[src/rtl/pin_keypad_frontend_pkg.sv]
// pin_keypad_frontend_pkg
// Shared types and helpers for the keypad front end: FSM state encoding,
// digit and button widths, and the one-hot/population-count helpers used
// by the press encoder.
package pin_keypad_frontend_pkg;

  localparam int DIGIT_W   = 2;
  localparam int BTN_COUNT = 4;

  typedef enum logic [1:0] {
    ST_IDLE         = 2'd0,
    ST_EMIT         = 2'd1,
    ST_WAIT_RELEASE = 2'd2
  } fe_state_t;

  // One-hot button vector to binary digit value; only called with a
  // single bit set, anything else maps to 0.
  function automatic logic [DIGIT_W-1:0] onehot_to_bin(input logic [BTN_COUNT-1:0] oh);
    logic [DIGIT_W-1:0] bin;
    case (oh)
      4'b0001: bin = 2'd0;
      4'b0010: bin = 2'd1;
      4'b0100: bin = 2'd2;
      4'b1000: bin = 2'd3;
      default: bin = 2'd0;
    endcase
    return bin;
  endfunction

  // Number of buttons set in a vector.
  function automatic logic [2:0] btn_count(input logic [BTN_COUNT-1:0] v);
    logic [2:0] n;
    n = 3'd0;
    for (int i = 0; i < BTN_COUNT; i++) begin
      n = n + {2'b00, v[i]};
    end
    return n;
  endfunction

endpackage

[src/rtl/pin_keypad_frontend_if.sv]
// pin_keypad_frontend_if
// Link between the keypad front end and the PIN checker.
//   checker_ready : checker idle (checker -> front end)
//   digit         : last accepted digit value
//   submit        : one-cycle strobe, digit valid in the same cycle
//   entry_count   : digits accepted in the current entry
//   entry_done    : pulse with the submit of the final digit of a PIN
//   timeout_abort : pulse when a partial entry times out
//   chord_err     : pulse when several buttons were pressed together
// master = front end, slave = checker.
interface pin_keypad_frontend_if;
  import pin_keypad_frontend_pkg::*;

  logic               checker_ready;
  logic [DIGIT_W-1:0] digit;
  logic               submit;
  logic [2:0]         entry_count;
  logic               entry_done;
  logic               timeout_abort;
  logic               chord_err;

  modport master (
    input  checker_ready,
    output digit, submit, entry_count, entry_done, timeout_abort, chord_err
  );

  modport slave (
    output checker_ready,
    input  digit, submit, entry_count, entry_done, timeout_abort, chord_err
  );
endinterface

[src/rtl/pin_button_debounce.sv]
// pin_button_debounce
// Two-flop synchroniser followed by a persistence counter for one raw
// button. The stable output flips only after the synchronised value has
// disagreed with it for DEBOUNCE_CYCLES consecutive clocks.
//   clk    : system clock
//   reset  : asynchronous active-low reset
//   raw    : asynchronous button input
//   stable : debounced, registered button state
module pin_button_debounce #(
  parameter int DEBOUNCE_CYCLES = 16
) (
  input  logic clk,
  input  logic reset,
  input  logic raw,
  output logic stable
);

  localparam int             DW       = $clog2(DEBOUNCE_CYCLES) + 1;
  localparam logic [DW-1:0]  CNT_FLIP = DW'(DEBOUNCE_CYCLES);
  localparam logic [DW-1:0]  CNT_ONE  = DW'(32'd1);

  logic          sync1_r;
  logic          sync2_r;
  logic [DW-1:0] cnt_r;
  logic          stable_r;

  // Synchroniser, mismatch counter and stable state.
  always_ff @(posedge clk or negedge reset) begin
    if (!reset) begin
      sync1_r  <= 1'b0;
      sync2_r  <= 1'b0;
      cnt_r    <= {DW{1'b0}};
      stable_r <= 1'b0;
    end else begin
      sync1_r <= raw;
      sync2_r <= sync1_r;
      if (sync2_r == stable_r) begin
        cnt_r <= {DW{1'b0}};
      end else if (cnt_r == CNT_FLIP) begin
        // Counter already holds DEBOUNCE_CYCLES earlier mismatches; this is
        // the cycle the mismatch has lasted long enough.
        stable_r <= sync2_r;
        cnt_r    <= {DW{1'b0}};
      end else begin
        cnt_r <= cnt_r + CNT_ONE;
      end
    end
  end

  assign stable = stable_r;

endmodule

[src/rtl/pin_keypad_frontend.sv]
// pin_keypad_frontend
// Conditions four digit buttons and turns each clean single press into a
// digit plus submit strobe for the PIN checker. Rejects chords, counts
// digits within an entry and aborts a partial entry on inactivity.
//   clk     : system clock
//   reset   : asynchronous active-low reset
//   btn_raw : raw buttons, bit k pressed = digit value k
//   bus     : checker link (master side), see pin_keypad_frontend_if
module pin_keypad_frontend
  import pin_keypad_frontend_pkg::*;
#(
  parameter int DEBOUNCE_CYCLES = 16,
  parameter int TIMEOUT_CYCLES  = 1024,
  parameter int PIN_DIGITS      = 4
) (
  input  logic                 clk,
  input  logic                 reset,
  input  logic [BTN_COUNT-1:0] btn_raw,
  pin_keypad_frontend_if.master bus
);

  localparam int            TW       = $clog2(TIMEOUT_CYCLES) + 1;
  localparam logic [TW-1:0] TMO_LAST = TW'(TIMEOUT_CYCLES - 1);
  localparam logic [TW-1:0] TMR_ONE  = TW'(32'd1);
  localparam logic [2:0]    CNT_LAST = 3'(PIN_DIGITS - 1);

  logic [BTN_COUNT-1:0] stable_s;
  logic [BTN_COUNT-1:0] stable_prev_r;
  logic [BTN_COUNT-1:0] rise_s;
  logic                 press_s;
  logic                 multi_s;
  logic                 accept_s;
  logic                 tmo_hit_s;

  fe_state_t            state_r;
  logic [DIGIT_W-1:0]   digit_r;
  logic                 submit_r;
  logic [2:0]           entry_count_r;
  logic                 entry_done_r;
  logic                 timeout_abort_r;
  logic                 chord_err_r;
  logic [TW-1:0]        tmr_r;

  for (genvar k = 0; k < BTN_COUNT; k++) begin : g_btn
    pin_button_debounce #(
      .DEBOUNCE_CYCLES (DEBOUNCE_CYCLES)
    ) u_debounce (
      .clk    (clk),
      .reset  (reset),
      .raw    (btn_raw[k]),
      .stable (stable_s[k])
    );
  end

  // Previous debounced state, used to spot rising edges.
  always_ff @(posedge clk or negedge reset) begin
    if (!reset) begin
      stable_prev_r <= {BTN_COUNT{1'b0}};
    end else begin
      stable_prev_r <= stable_s;
    end
  end

  // Press detection, chord detection, accept and timeout-expiry decode.
  always_comb begin
    rise_s    = stable_s & ~stable_prev_r;
    press_s   = (state_r == ST_IDLE) && (rise_s != {BTN_COUNT{1'b0}});
    multi_s   = (btn_count(stable_s) >= 3'd2);
    accept_s  = press_s && !multi_s && bus.checker_ready;
    tmo_hit_s = (entry_count_r != 3'd0) && (tmr_r == TMO_LAST);
  end

  // Inter-digit timer: idle at 0 with no partial entry, restarts on each
  // accepted digit.
  always_ff @(posedge clk or negedge reset) begin
    if (!reset) begin
      tmr_r <= {TW{1'b0}};
    end else if (accept_s || (entry_count_r == 3'd0) || tmo_hit_s) begin
      tmr_r <= {TW{1'b0}};
    end else begin
      tmr_r <= tmr_r + TMR_ONE;
    end
  end

  // Entry FSM with registered strobes. The submit/digit/count update is
  // registered on the transition into EMIT so the strobe is high exactly
  // while the FSM sits in EMIT.
  always_ff @(posedge clk or negedge reset) begin
    if (!reset) begin
      state_r         <= ST_IDLE;
      digit_r         <= {DIGIT_W{1'b0}};
      submit_r        <= 1'b0;
      entry_count_r   <= 3'd0;
      entry_done_r    <= 1'b0;
      timeout_abort_r <= 1'b0;
      chord_err_r     <= 1'b0;
    end else begin
      submit_r        <= 1'b0;
      entry_done_r    <= 1'b0;
      timeout_abort_r <= 1'b0;
      chord_err_r     <= 1'b0;

      // An accept in the expiry cycle restarts the entry instead.
      if (tmo_hit_s && !accept_s) begin
        timeout_abort_r <= 1'b1;
        entry_count_r   <= 3'd0;
      end

      case (state_r)
        ST_IDLE: begin
          if (press_s) begin
            if (multi_s) begin
              chord_err_r <= 1'b1;
              state_r     <= ST_WAIT_RELEASE;
            end else if (bus.checker_ready) begin
              digit_r  <= onehot_to_bin(stable_s);
              submit_r <= 1'b1;
              if (entry_count_r == CNT_LAST) begin
                entry_done_r  <= 1'b1;
                entry_count_r <= 3'd0;
              end else begin
                entry_count_r <= entry_count_r + 3'd1;
              end
              state_r <= ST_EMIT;
            end else begin
              state_r <= ST_WAIT_RELEASE;
            end
          end else begin
            state_r <= ST_IDLE;
          end
        end
        ST_EMIT: begin
          state_r <= ST_WAIT_RELEASE;
        end
        ST_WAIT_RELEASE: begin
          if (stable_s == {BTN_COUNT{1'b0}}) begin
            state_r <= ST_IDLE;
          end else begin
            state_r <= ST_WAIT_RELEASE;
          end
        end
        default: begin
          state_r <= ST_IDLE;
        end
      endcase
    end
  end

  assign bus.digit         = digit_r;
  assign bus.submit        = submit_r;
  assign bus.entry_count   = entry_count_r;
  assign bus.entry_done    = entry_done_r;
  assign bus.timeout_abort = timeout_abort_r;
  assign bus.chord_err     = chord_err_r;

endmodule

[src/flat_wrapper.sv]
// flat-port wrapper written by rule: the top's interface ports become plain ports
module pin_keypad_frontend_flat import pin_keypad_frontend_pkg::*;
#(
  parameter int DEBOUNCE_CYCLES = 16,
  parameter int TIMEOUT_CYCLES  = 1024,
  parameter int PIN_DIGITS      = 4
)
  (clk, reset, btn_raw, bus_checker_ready, bus_digit, bus_submit, bus_entry_count, bus_entry_done, bus_timeout_abort, bus_chord_err);
  pin_keypad_frontend_if bus_i ();
  input  logic clk;
  input  logic reset;
  input  logic [BTN_COUNT-1:0] btn_raw;
  input wire logic [$bits(bus_i.checker_ready)-1:0] bus_checker_ready;
  output wire logic [$bits(bus_i.digit)-1:0] bus_digit;
  output wire logic [$bits(bus_i.submit)-1:0] bus_submit;
  output wire logic [$bits(bus_i.entry_count)-1:0] bus_entry_count;
  output wire logic [$bits(bus_i.entry_done)-1:0] bus_entry_done;
  output wire logic [$bits(bus_i.timeout_abort)-1:0] bus_timeout_abort;
  output wire logic [$bits(bus_i.chord_err)-1:0] bus_chord_err;
  assign bus_i.checker_ready = bus_checker_ready;
  assign bus_digit = bus_i.digit;
  assign bus_submit = bus_i.submit;
  assign bus_entry_count = bus_i.entry_count;
  assign bus_entry_done = bus_i.entry_done;
  assign bus_timeout_abort = bus_i.timeout_abort;
  assign bus_chord_err = bus_i.chord_err;
  pin_keypad_frontend #(.DEBOUNCE_CYCLES(DEBOUNCE_CYCLES), .TIMEOUT_CYCLES(TIMEOUT_CYCLES), .PIN_DIGITS(PIN_DIGITS)) u_core (.clk(clk), .reset(reset), .btn_raw(btn_raw), .bus(bus_i));
endmodule
[config.mk]
export PLATFORM = sky130hd
export DESIGN_NAME = pin_keypad_frontend_flat
export DESIGN_NICKNAME = d
export VERILOG_FILES = /design/src/rtl/pin_keypad_frontend_pkg.sv /design/src/rtl/pin_keypad_frontend_if.sv /design/src/rtl/pin_button_debounce.sv /design/src/rtl/pin_keypad_frontend.sv /design/src/flat_wrapper.sv
export SDC_FILE = /design/constraint.sdc
export NUM_CORES = 1
export LEC_CHECK = 0
export BUFFER_PORTS_ARGS = -buffer_cell sky130_fd_sc_hd__buf_4
export CAP_MARGIN = 20
export CORE_ASPECT_RATIO = 2
export CORE_MARGIN = 1
export CORE_UTILIZATION = 49
export CTS_CLUSTER_SIZE = 30
export DETAILED_ROUTE_END_ITERATION = 6
export PLACE_DENSITY_LB_ADDON = 0.1
export SYNTH_ARGS = -nofsm -noshare
export SYNTH_HDL_FRONTEND = slang
export SYNTH_SLANG_ARGS = --single-unit
[constraint.sdc]
create_clock -name clk -period 1.87 [get_ports clk]
set_input_delay 0.374 -clock clk [delete_from_list [all_inputs] [get_ports clk]]
set_output_delay 0.374 -clock clk [all_outputs]
set_load 0.1 [all_outputs]
**Word-level counts from Yosys, hierarchy flattened**

Cells that the tools add are included.

- Mux-type cells: 34
- Add/sub/neg operators: 9
- Reductions and logical operators: 19
- Bitwise logic cells: 7
- Magnitude comparators: 1
- Eq/ne operators: 15

Operators with widths:

| kind | number |
|---|---|
| $mux W5 | 8 |
| $add A5 B1 Y5 const B | 4 |
| $eq A5 B5 Y1 const B | 4 |
| $mux W3 | 6 |
| $mux W1 | 13 |
| $pmux W2 S3 | 2 |
| $add A11 B1 Y11 const B | 1 |
| $eq A11 B10 Y1 const B | 1 |
| $mux W11 | 1 |
| $mux W2 | 4 |
| $reduce_and A2 Y1 | 4 |
| $add A3 B1 Y3 | 2 |
| $logic_and A1 B1 Y1 | 5 |
| $not A1 Y1 | 5 |
| $and A4 B4 Y4 | 1 |
| $eq A1 B1 Y1 | 4 |
| $eq A4 B2 Y1 const B | 1 |
| $eq A4 B3 Y1 const B | 1 |
| $eq A4 B4 Y1 const B | 1 |
| $logic_not A4 Y1 | 1 |
| $not A4 Y4 | 1 |
| $reduce_and A4 Y1 | 1 |
| $reduce_bool A4 Y1 | 1 |
| $add A3 B1 Y3 const B | 1 |
| other kinds (10) | 12 |

- Output and inout port bits: 9
- Logic and storage cells: 110
- Register bits after elaboration: 58

**Logic depth before layout (Yosys ltp)**

Gate-level depths: netlist of run 1.

- Word-level depth: 14
- Gate-level depth with buffers: 8
- Depth with buffers taken out: 7

**Cells and area by module**

Synthesis of run 1 repeated with hierarchy kept, for this count alone.

- Cells, all modules: 217
- Area total of the unflattened synthesis: 2,536.2 um^2

Modules (own cells, without submodules):

| module | area each (um^2) | cells an instance | instances |
|---|---|---|---|
| pin_button_debounce | 329.1 | 27 | 4 |
| pin_keypad_frontend | 1,219.9 | 109 | 1 |

**Least setup slack after synthesis of run 1**

No wires, ideal clock.

- Path kind: register to register
- Start: reg u_core.entry_count_r[0], in the netlist u_core.bus.entry_count[0]
- End: reg u_core.entry_count_r[1], in the netlist u_core.bus.entry_count[1]
- Setup time: 0.128 ns
- Buffers on the path: 1
- Clock period less this slack: 2.303 ns
- Path slack: -0.433 ns
- Data arrival time: 2.176 ns
- Data required time: 1.742 ns
- Cell stages (with the launch flop): 8
- Cell sequence: dfrtp_1 -> inv_1 -> ha_1 -> nor2b_1 -> and4b_1 -> buf_4 -> nor2_1 -> mux2_1

- Longest elaborated chain between the ends: 8
- Elaborated cells on any way between the ends: 11

Ends and longest elaborated chain:

| element | RTL line | RTL |
|---|---|---|
| start: declaration | pin_keypad_frontend.sv:38 | `logic [2:0] entry_count_r;` |
| start signal: assignment | pin_keypad_frontend.sv:122 | `entry_count_r <= entry_count_r + 3'd1;` |
| parallel branches: the longest is 7 deep, another holds $add A3 B1 Y3 | - |  |
| $mux W3 * | pin_keypad_frontend.sv:109 | `case (state_r)` |

Every way passes the cells marked *.
A chain may end at the register's enable or synchronous reset.

**Worst setup path in the final report of run 1**

- Start: reg u_core.g_btn[1].u_debounce.stable_r
- End: reg u_core.entry_count_r[1], in the netlist u_core.bus.entry_count[1]

- Longest elaborated chain between the ends: 14
- Elaborated cells on any way between the ends: 17

Ends and longest elaborated chain:

| element | RTL line | RTL |
|---|---|---|
| start: declaration | pin_button_debounce.sv:25 | `logic stable_r;` |
| start signal: assignment | pin_button_debounce.sv:42 | `stable_r <= sync2_r;` |
| $add A1 B1 Y2 | pin_keypad_frontend_pkg.sv:35 | `n = n + {2'b00, v[i]};` |
| $add A3 B1 Y3 (2 in series) | pin_keypad_frontend_pkg.sv:35 |  |
| $ge A3 B2 Y1 | pin_keypad_frontend.sv:68 | `multi_s = (btn_count(stable_s) >= 3'd2);` |
| $logic_not A1 Y1 | pin_keypad_frontend.sv:69 | `accept_s = press_s && !multi_s && bus.checker_ready;` |
| $logic_and A1 B1 Y1 (2 in series) | pin_keypad_frontend.sv:69 |  |
| $logic_not A1 Y1 | pin_keypad_frontend.sv:104 | `if (tmo_hit_s && !accept_s) begin` |
| $logic_and A1 B1 Y1 | pin_keypad_frontend.sv:104 |  |
| $mux W3 | pin_keypad_frontend.sv:104 |  |
| $mux W3 | pin_keypad_frontend.sv:115 | `end else if (bus.checker_ready) begin` |
| $mux W3 | pin_keypad_frontend.sv:112 | `if (multi_s) begin` |
| $mux W3 | pin_keypad_frontend.sv:111 | `if (press_s) begin` |
| $mux W3 * | pin_keypad_frontend.sv:109 |  |

Every way passes the cells marked *; elsewhere a longest branch is shown, timed or not.

==> results of run 1 <==
## cell type report
| cell class | instances | area [um2] |
|---|---|---|
| fillers | 407 | 1980 |
| flip-flops and latches | 58 | 1460 |
| multi-input cells | 141 | 1140 |
| repair buffers | 31 | 253 |
| clock buffers | 14 | 173 |
| well taps | 58 | 72.6 |
| inverters | 15 | 56.3 |
| clock inverters | 2 | 10.0 |
## sequential cells by signal (all words and copies together), names as in the netlist
signal and flops:
u_core.bus.chord_err 1, u_core.bus.digit 2, u_core.bus.entry_count 3, u_core.bus.entry_done 1, u_core.bus.submit 1, u_core.bus.timeout_abort 1, u_core.g_btn.u_debounce.cnt_r 20, u_core.g_btn.u_debounce.stable 4
u_core.g_btn.u_debounce.sync1_r 4, u_core.g_btn.u_debounce.sync2_r 4, u_core.stable_prev_r 4, u_core.state_r 2, u_core.tmr_r 11
## power by group through the flow
| stage | sequential, W | clock [W] | combinational, W |
|---|---|---|---|
| floorplan | 0.00142 | 0 | 0.000116 |
| global route | 0.00143 | 0.00114 | 0.000219 |
| global placement | 0.00143 | 0 | 0.000172 |
| detailed placement | 0.00144 | 0 | 0.000185 |
| finish | 0.00142 | 0.00105 | 0.000188 |
| CTS | 0.00142 | 0.00108 | 0.000193 |
## metal layers
layer | routed length (um) | vias up | track usage
met5 | 0 | - | 0
met4 | 114 | 0 | 0.117
met3 | 125 | 8 | 0.0736
met2 | 2860 | 17 | 0.357
met1 | 1690 | 845 | 0.189
li1 | - | 807 | -
## stage by stage
stage	util	instance area (um2)
after floorplan	-	2630
after global placement	0.560	2880
after detailed placement	0.560	2880
after CTS	0.610	3140
after global routing	0.616	3160
final	0.616	3160
## what timing repair did
item                       CTS  global route
setup buffers                0             1
gates resized for setup     13             4
setup endpoints to repair   15            17
hold endpoints to repair    30             0
pin swaps                    5             6
gates cloned                 2             0
hold buffers                 1             0
## worst min path at each step
stage               startpoint                                            end  slack [ns]  depth (start not counted)
CTS                 btn_raw[3]   u_core.g_btn[3].u_debounce.sync1_r$_DFF_PN0_        0.12                          1
finish              btn_raw[3]   u_core.g_btn[3].u_debounce.sync1_r$_DFF_PN0_        0.15                          1
floorplan                reset                 u_core.bus.chord_err$_DFF_PN0_        0.08                          0
global route        btn_raw[1]   u_core.g_btn[1].u_debounce.sync1_r$_DFF_PN0_        0.12                          1
detailed placement       reset  u_core.g_btn[3].u_debounce.cnt_r[4]$_DFF_PN0_        0.34                          1
global placement         reset  u_core.g_btn[3].u_debounce.cnt_r[0]$_DFF_PN0_        0.32                          1
## cell usage in the layout (no fill, tap or decap), types with 2 or more instances in the layout
cell type,Yosys,routed
sky130_fd_sc_hd__xnor2_1,7,7
sky130_fd_sc_hd__and4_1,3,3
sky130_fd_sc_hd__inv_2,0,2
sky130_fd_sc_hd__dfrtp_4,0,2
sky130_fd_sc_hd__dfrtp_1,58,55
sky130_fd_sc_hd__nand4_1,2,2
sky130_fd_sc_hd__clkbuf_8,0,12
sky130_fd_sc_hd__buf_4,2,26
sky130_fd_sc_hd__o21ai_1,1,3
sky130_fd_sc_hd__o31ai_1,3,3
sky130_fd_sc_hd__nand2_1,10,9
sky130_fd_sc_hd__clkinv_2,0,2
sky130_fd_sc_hd__nor3_2,7,8
sky130_fd_sc_hd__nor3b_2,2,2
sky130_fd_sc_hd__inv_1,15,13
sky130_fd_sc_hd__a21oi_1,2,2
sky130_fd_sc_hd__xor2_1,18,18
sky130_fd_sc_hd__nor2_1,22,21
sky130_fd_sc_hd__nand3_1,12,12
sky130_fd_sc_hd__clkbuf_1,1,2
sky130_fd_sc_hd__nor2b_1,5,5
sky130_fd_sc_hd__ha_4,0,2
sky130_fd_sc_hd__nor3_1,5,4
sky130_fd_sc_hd__and2_1,6,6
sky130_fd_sc_hd__ha_1,15,13
sky130_fd_sc_hd__mux2_2,4,4
sky130_fd_sc_hd__buf_6,1,2
sky130_fd_sc_hd__nand4bb_1,2,2
## cells by family (layout without fill, tap and decap cells)
logic type                 after synthesis  in the layout
and+or+nand+nor                         80             80
DFF                                     58             58
xor gates and xnor gates                25             25
buffers and inverters                   21             62
adders and majority gates               15             15
AOI/OAI and AO/OA                       15             15
muxes                                    6              6
==> qor.log, run 1 <==
qor: sta.slew_violations 0
qor: drt.detailedRoute.firstPassIterationCount 4
qor: synthesis.ffs_latches_synth 58
qor: global_routing.first_global_vias 1,800
qor: setup_path.worstPathCellList inv_2, ha_4, ha_4, a211oi_4, nand2_2, nor2_4, mux2_4
qor: cts.clockBufferDepth 2
qor: setup_path.crit_slowest_cell sky130_fd_sc_hd__dfrtp_1
qor: setup_path.critPathMaxStageDelay 0.39 ns
qor: sta.fin_worst_setup_slack 0.0662 ns
qor: power.power.share.combinational 0.071
qor: cts.clock_tree.htree_level_count 3
qor: synthesis.yosys_warnings 0
qor: synthesis.post_synth_instance_area 0.00261 mm2
qor: synthesis.most_frequently_used_cell_type_in_the_post_synthesis_netlist sky130_fd_sc_hd__dfrtp_1
qor: global_routing.grt_antenna_before_repair 0
qor: synthesis.yosys.area.top_type_share 0.556
qor: synthesis.most_numerous_cell_types_in_the_synthesized_netlist 58 x sky130_fd_sc_hd__dfrtp_1, 22 x sky130_fd_sc_hd__nor2_1, 18 x sky130_fd_sc_hd__xor2_1
qor: floorplan.core_area 0.00514 mm2
qor: setup_path.cp-end-kind register
qor: cells_and_area.flow.area_growth_from_synthesis 21.1%
qor: synthesis.synth_top_family_by_area simple AND/OR/NAND/NOR gates
qor: floorplan.start_util 0.508
qor: synthesis.netlist_top_cells_area sky130_fd_sc_hd__dfrtp_1 56%, sky130_fd_sc_hd__ha_1 7.2%, sky130_fd_sc_hd__xor2_1 6.0%
qor: outcome.outcome finished, final reports clean
qor: global_routing.global_route_wire_length_before_repair 7.84 mm
qor: synthesis.synth_simple_gate_area_share 0.179
qor: setup_path.worst_path_dominant_cell_family adder cells
qor: place.hpwlAfterDp 3.48 mm
qor: power.pwr-share-clk 0.394
qor: setup_path.critPathCapture u_core.bus.entry_count[1]$_DFF_PN0_
qor: power.switching_share 0.244
qor: floorplan.placement_rows 37
qor: global_routing.all_layer_global_routing_usage 0.204
qor: setup_path.critPathArrivalTime 2.03 ns
qor: sta.final-hold-violation-count 0
qor: drt.via_per_inst 5.26
qor: sta.period_needed 1.80 ns
qor: synthesis.yosys-mux-area-fraction 0.0254
qor: cells_and_area.finalNonFillerCells 319
qor: sta.tightest_pin_transition 0.419 ns
qor: sta.whs 0.146 ns
qor: power.p_total 0.00266 W
qor: cts.cts_root_buf sky130_fd_sc_hd__clkbuf_8
qor: place.placement.io_buffers 15
qor: synthesis.count_of_flip_flops_with_a_built_in_enable_after_synthesis 0
qor: power.intPower 0.00201 W
qor: sta.rel_slew_slack 0.721
qor: synthesis.synthCells 220
qor: floorplan.die_area 0.00565 mm2
qor: cells_and_area.share_of_layout_cells_above_drive_strength_1 0.284
qor: job.max-cap-violations 0
qor: setup_path.setup.reg_to_reg.worst_slack 0.07 ns
qor: cells_and_area.num-nets-final 278
qor: drt.detail-route-antenna-nets 0
qor: synthesis.ys_types 37
qor: min_path.hp-class input pin to register
qor: cts.insertion_delay 0.33 ns
qor: setup_path.path_depth 7
qor: synthesis.synth_xor_area_frac 0.0838
qor: synthesis.async_reset_ff_frac 1.00
qor: setup_path.highest_net_fanout_along_the_worst_path 4
qor: synthesis.synth_seq_area_share 0.556
qor: floorplan.fp.dieW 53.6 um
qor: sta.setup_viol 0
qor: global_routing.grt_overflow 0
qor: sta.timing.clock.skew 0.00487 ns
qor: global_routing.grt_start_max_net_pins 32
qor: setup_path.timing_worst_setup_path_type register to register
qor: power.cellLeakagePower 1.53 nW
qor: synthesis.syn_avg_cell_area 11.9 um2
qor: power.p_per_area 840 mW/mm2
qor: synthesis.synth.largest_area_cell sky130_fd_sc_hd__dfrtp_1
qor: drt.wire_per_inst 15.0 um
qor: setup_path.worstReg2RegEnd u_core.bus.entry_count[1]$_DFF_PN0_
qor: drt.drt_iter0_drc 19
qor: setup_path.critical_path.startpoint_type register
qor: cts.cts_tree yes
qor: floorplan.ioPinCount 16
qor: cts.cts_sinks 58
qor: power.reg_power_frac 0.535
qor: sta.setup-tns-final 0 ns
qor: synthesis.synth_top_flop_cell sky130_fd_sc_hd__dfrtp_1
qor: cts.clock_slew_at_the_register_clock_pins_of_the_worst_setup_and_hold_paths 0.06 ns
qor: drt.dr_total_vias 1,677
qor: power.ir_drop 0.000696 V
qor: setup_path.critical_path_buf_inv_count 1
qor: synthesis.synth-compound-area-share 0.0479
qor: drt.routed_wl 4.79 mm
qor: setup_path.cp-startpoint u_core.g_btn[1].u_debounce.stable$_DFFE_PN0P_
qor: sta.fmax 0.554 GHz
qor: synthesis.net_count_of_the_mapped_netlist 242
qor: setup_path.required 2.09 ns
qor: synthesis.synth-adder-area-share 0.0718
qor: drt.post-route-drc-count 0
qor: setup_path.ff2ff_path_depth 7
qor: floorplan.die-height 105 um
qor: cells_and_area.insertedDiodeCount 0
qor: place.gp_congestion 0.790
qor: place.dp.cells 299
qor: place.place_worst_setup_slack -0.0932 ns
qor: setup_path.critPathMostFrequentCell sky130_fd_sc_hd__ha_4
qor: setup_path.regToRegStartpoint u_core.g_btn[1].u_debounce.stable$_DFFE_PN0P_
qor: power.switchingPower 0.000649 W
qor: cts.cts_buf_count 9
qor: sta.fin_crit_sh 0.965
qor: sta.unrepaired_setup_endpoints_after_global_routing yes
Note: power is estimated with default switching activity, not from simulation.
==> inputs of run 2 (changes only) <==
==> constraint.sdc (replaced) <==
create_clock -name clk -period 1.95 [get_ports clk]
set_input_delay 0.39 -clock clk [delete_from_list [all_inputs] [get_ports clk]]
set_output_delay 0.39 -clock clk [all_outputs]
set_load 0.1 [all_outputs]
==> qor.log, run 2 (same netlist as run 1, synthesis figures left out) <==
qor: sta.slew_violations 0
qor: cells_and_area.final_common_cell sky130_fd_sc_hd__dfrtp_1
qor: drt.via_per_inst 5.31
qor: drt.post-route-drc-count 0
qor: power.ir_drop 0.000614 V
qor: sta.timing.clock.skew 0.00589 ns
qor: place.gp_congestion 0.748
qor: sta.fmax 0.545 GHz
qor: setup_path.cp-end-kind register
qor: outcome.outcome finished, final reports clean
qor: power.switchingPower 0.000618 W
qor: setup_path.required 2.17 ns
qor: cells_and_area.largest_register_ff_count 20
qor: setup_path.critPathArrivalTime 2.06 ns
qor: sta.setup_viol 0
qor: floorplan.ioPinCount 16
qor: cts.cts_tree yes
qor: cts.clock_tree.htree_level_count 3
qor: floorplan.core_area 0.00514 mm2
qor: power.power.share.combinational 0.068
qor: cts.cts_buf_count 9
qor: place.hpwlAfterDp 3.48 mm
qor: sta.fin_worst_setup_slack 0.116 ns
qor: cells_and_area.largestRegisters u_core.g_btn.u_debounce.cnt_r (20), u_core.tmr_r (11)
qor: place.place_worst_setup_slack 0.0110 ns
qor: job.max-cap-violations 0
qor: floorplan.die_area 0.00565 mm2
qor: power.p_per_area 819 mW/mm2
qor: cts.clock_slew_at_the_register_clock_pins_of_the_worst_setup_and_hold_paths 0.06 ns
qor: setup_path.timing_worst_setup_path_type register to register
qor: cells_and_area.multi_input_comb_area 0.00112 mm2
qor: sta.fin_crit_sh 0.940
qor: sta.setup-tns-final 0 ns
qor: sta.final-hold-violation-count 0
qor: power.pwr-share-clk 0.395
qor: cells_and_area.flow.area_growth_from_synthesis 18.6%
qor: global_routing.grt_start_max_net_pins 59
qor: global_routing.all_layer_global_routing_usage 0.200
qor: global_routing.global_route_wire_length_before_repair 7.79 mm
qor: drt.dr_total_vias 1,666
qor: power.reg_power_frac 0.537
qor: setup_path.setup.reg_to_reg.worst_slack 0.12 ns
qor: cts.clockBufferDepth 2
qor: global_routing.grt_overflow 0
qor: drt.drt_iter0_drc 17
qor: floorplan.fp.dieW 53.6 um
qor: place.placement.io_buffers 15
qor: floorplan.placement_rows 37
qor: setup_path.critical_path.startpoint_type register
qor: cells_and_area.num-nets-final 273
qor: sta.period_needed 1.83 ns
qor: cells_and_area.insertedDiodeCount 0
qor: drt.detailedRoute.firstPassIterationCount 4
qor: min_path.hp-class input pin to async pin
qor: power.switching_share 0.244
qor: cells_and_area.fillers 423
qor: drt.wire_per_inst 15.1 um
qor: drt.routed_wl 4.75 mm
qor: sta.rel_slew_slack 0.524
qor: global_routing.first_global_vias 1,758
qor: sta.whs 0.104 ns
qor: cells_and_area.share_of_layout_cells_above_drive_strength_1 0.273
qor: cells_and_area.fin_area 0.00310 mm2
qor: place.place_area 0.00283 mm2
qor: setup_path.highest_net_fanout_along_the_worst_path 5
qor: cells_and_area.register_area 0.00146 mm2
qor: drt.detail-route-antenna-nets 0
qor: sta.unrepaired_setup_endpoints_after_global_routing no
qor: cts.insertion_delay 0.34 ns
qor: floorplan.start_util 0.508
qor: cells_and_area.most_flops_register u_core.g_btn.u_debounce.cnt_r
qor: power.intPower 0.00192 W
qor: cells_and_area.layout_common_cells 55 x sky130_fd_sc_hd__dfrtp_1, 24 x sky130_fd_sc_hd__buf_4, 21 x sky130_fd_sc_hd__nor2_1, 18 x sky130_fd_sc_hd__xor2_1
qor: cts.cts_root_buf sky130_fd_sc_hd__clkbuf_8
qor: floorplan.die-height 105 um
qor: cts.cts_sinks 58
qor: power.cellLeakagePower 1.50 nW
qor: sta.tightest_pin_transition 0.715 ns
qor: global_routing.grt_antenna_before_repair 0
==> run 2: area by class of cell <==
cell class | instances | share of cell area
multi-input cells | 141 | 0.363
clock buffers | 14 | 0.0557
well taps | 58 | 0.0234
inverters | 15 | 0.0182
repair buffers | 26 | 0.0654
flip-flops and latches | 58 | 0.471
clock inverters | 2 | 0.00323
==> run 2: worst max-delay path, stage by stage, from the launching register on <==
cell,delay (ns)
sky130_fd_sc_hd__dfrtp_1,0.39
sky130_fd_sc_hd__inv_2,0.08
sky130_fd_sc_hd__ha_4,0.20
sky130_fd_sc_hd__ha_4,0.20
sky130_fd_sc_hd__a211oi_2,0.27
sky130_fd_sc_hd__nand2_2,0.14
sky130_fd_sc_hd__o21bai_2,0.20
sky130_fd_sc_hd__buf_4,0.19
sky130_fd_sc_hd__nor3_2,0.05
==> run 2: stage by stage <==
stage	total power, W	utilization	instances
finish	0.00254	0.603	314
global route	0.00268	0.603	314
CTS	0.00258	0.586	311
detailed placement	0.00156	0.551	295
global placement	0.00154	0.551	295
floorplan	0.00148	-	220
==> run 2: path summary, 6_finish.rpt <==
path                                                                     from                                            to  depth (start not counted)
worst min-delay path                                                    reset                u_core.bus.chord_err$_DFF_PN0_                          1
min in group clk                                                   btn_raw[1]  u_core.g_btn[1].u_debounce.sync1_r$_DFF_PN0_                          1
max in group asynchronous                                               reset           u_core.bus.entry_count[1]$_DFF_PN0_                          1
worst max-delay path            u_core.g_btn[0].u_debounce.stable$_DFFE_PN0P_                     u_core.tmr_r[8]$_DFF_PN0_                          8
worst min register to register   u_core.g_btn[3].u_debounce.sync1_r$_DFF_PN0_  u_core.g_btn[3].u_debounce.sync2_r$_DFF_PN0_                          0
worst max register to register  u_core.g_btn[0].u_debounce.stable$_DFFE_PN0P_                     u_core.tmr_r[8]$_DFF_PN0_                          8
==> run 2: layer usage <==
| layer | track usage | wire (um) |
|---|---|---|
| met4 | 0.107 | 120 |
| met1 | 0.182 | 1640 |
| met5 | 0 | 0 |
| met3 | 0.0649 | 123 |
| met2 | 0.361 | 2860 |
==> run 2: what timing repair did <==
item	4_1_cts	5_1_grt
cloned	0	1
hold buffers	0	0
resized for setup	0	17
endpoints found under the setup margin	1	17
setup buffers	0	2
pin swaps	2	5
==> run 2: power groups by stage <==
stage               Clock (W)  Combinational [W]  Sequential (W)
detailed placement          0           0.000175         0.00139
global placement            0           0.000160         0.00138
CTS                   0.00103           0.000177         0.00136
finish                0.00100           0.000173         0.00136
floorplan                   0           0.000111         0.00137
global route          0.00110           0.000200         0.00137
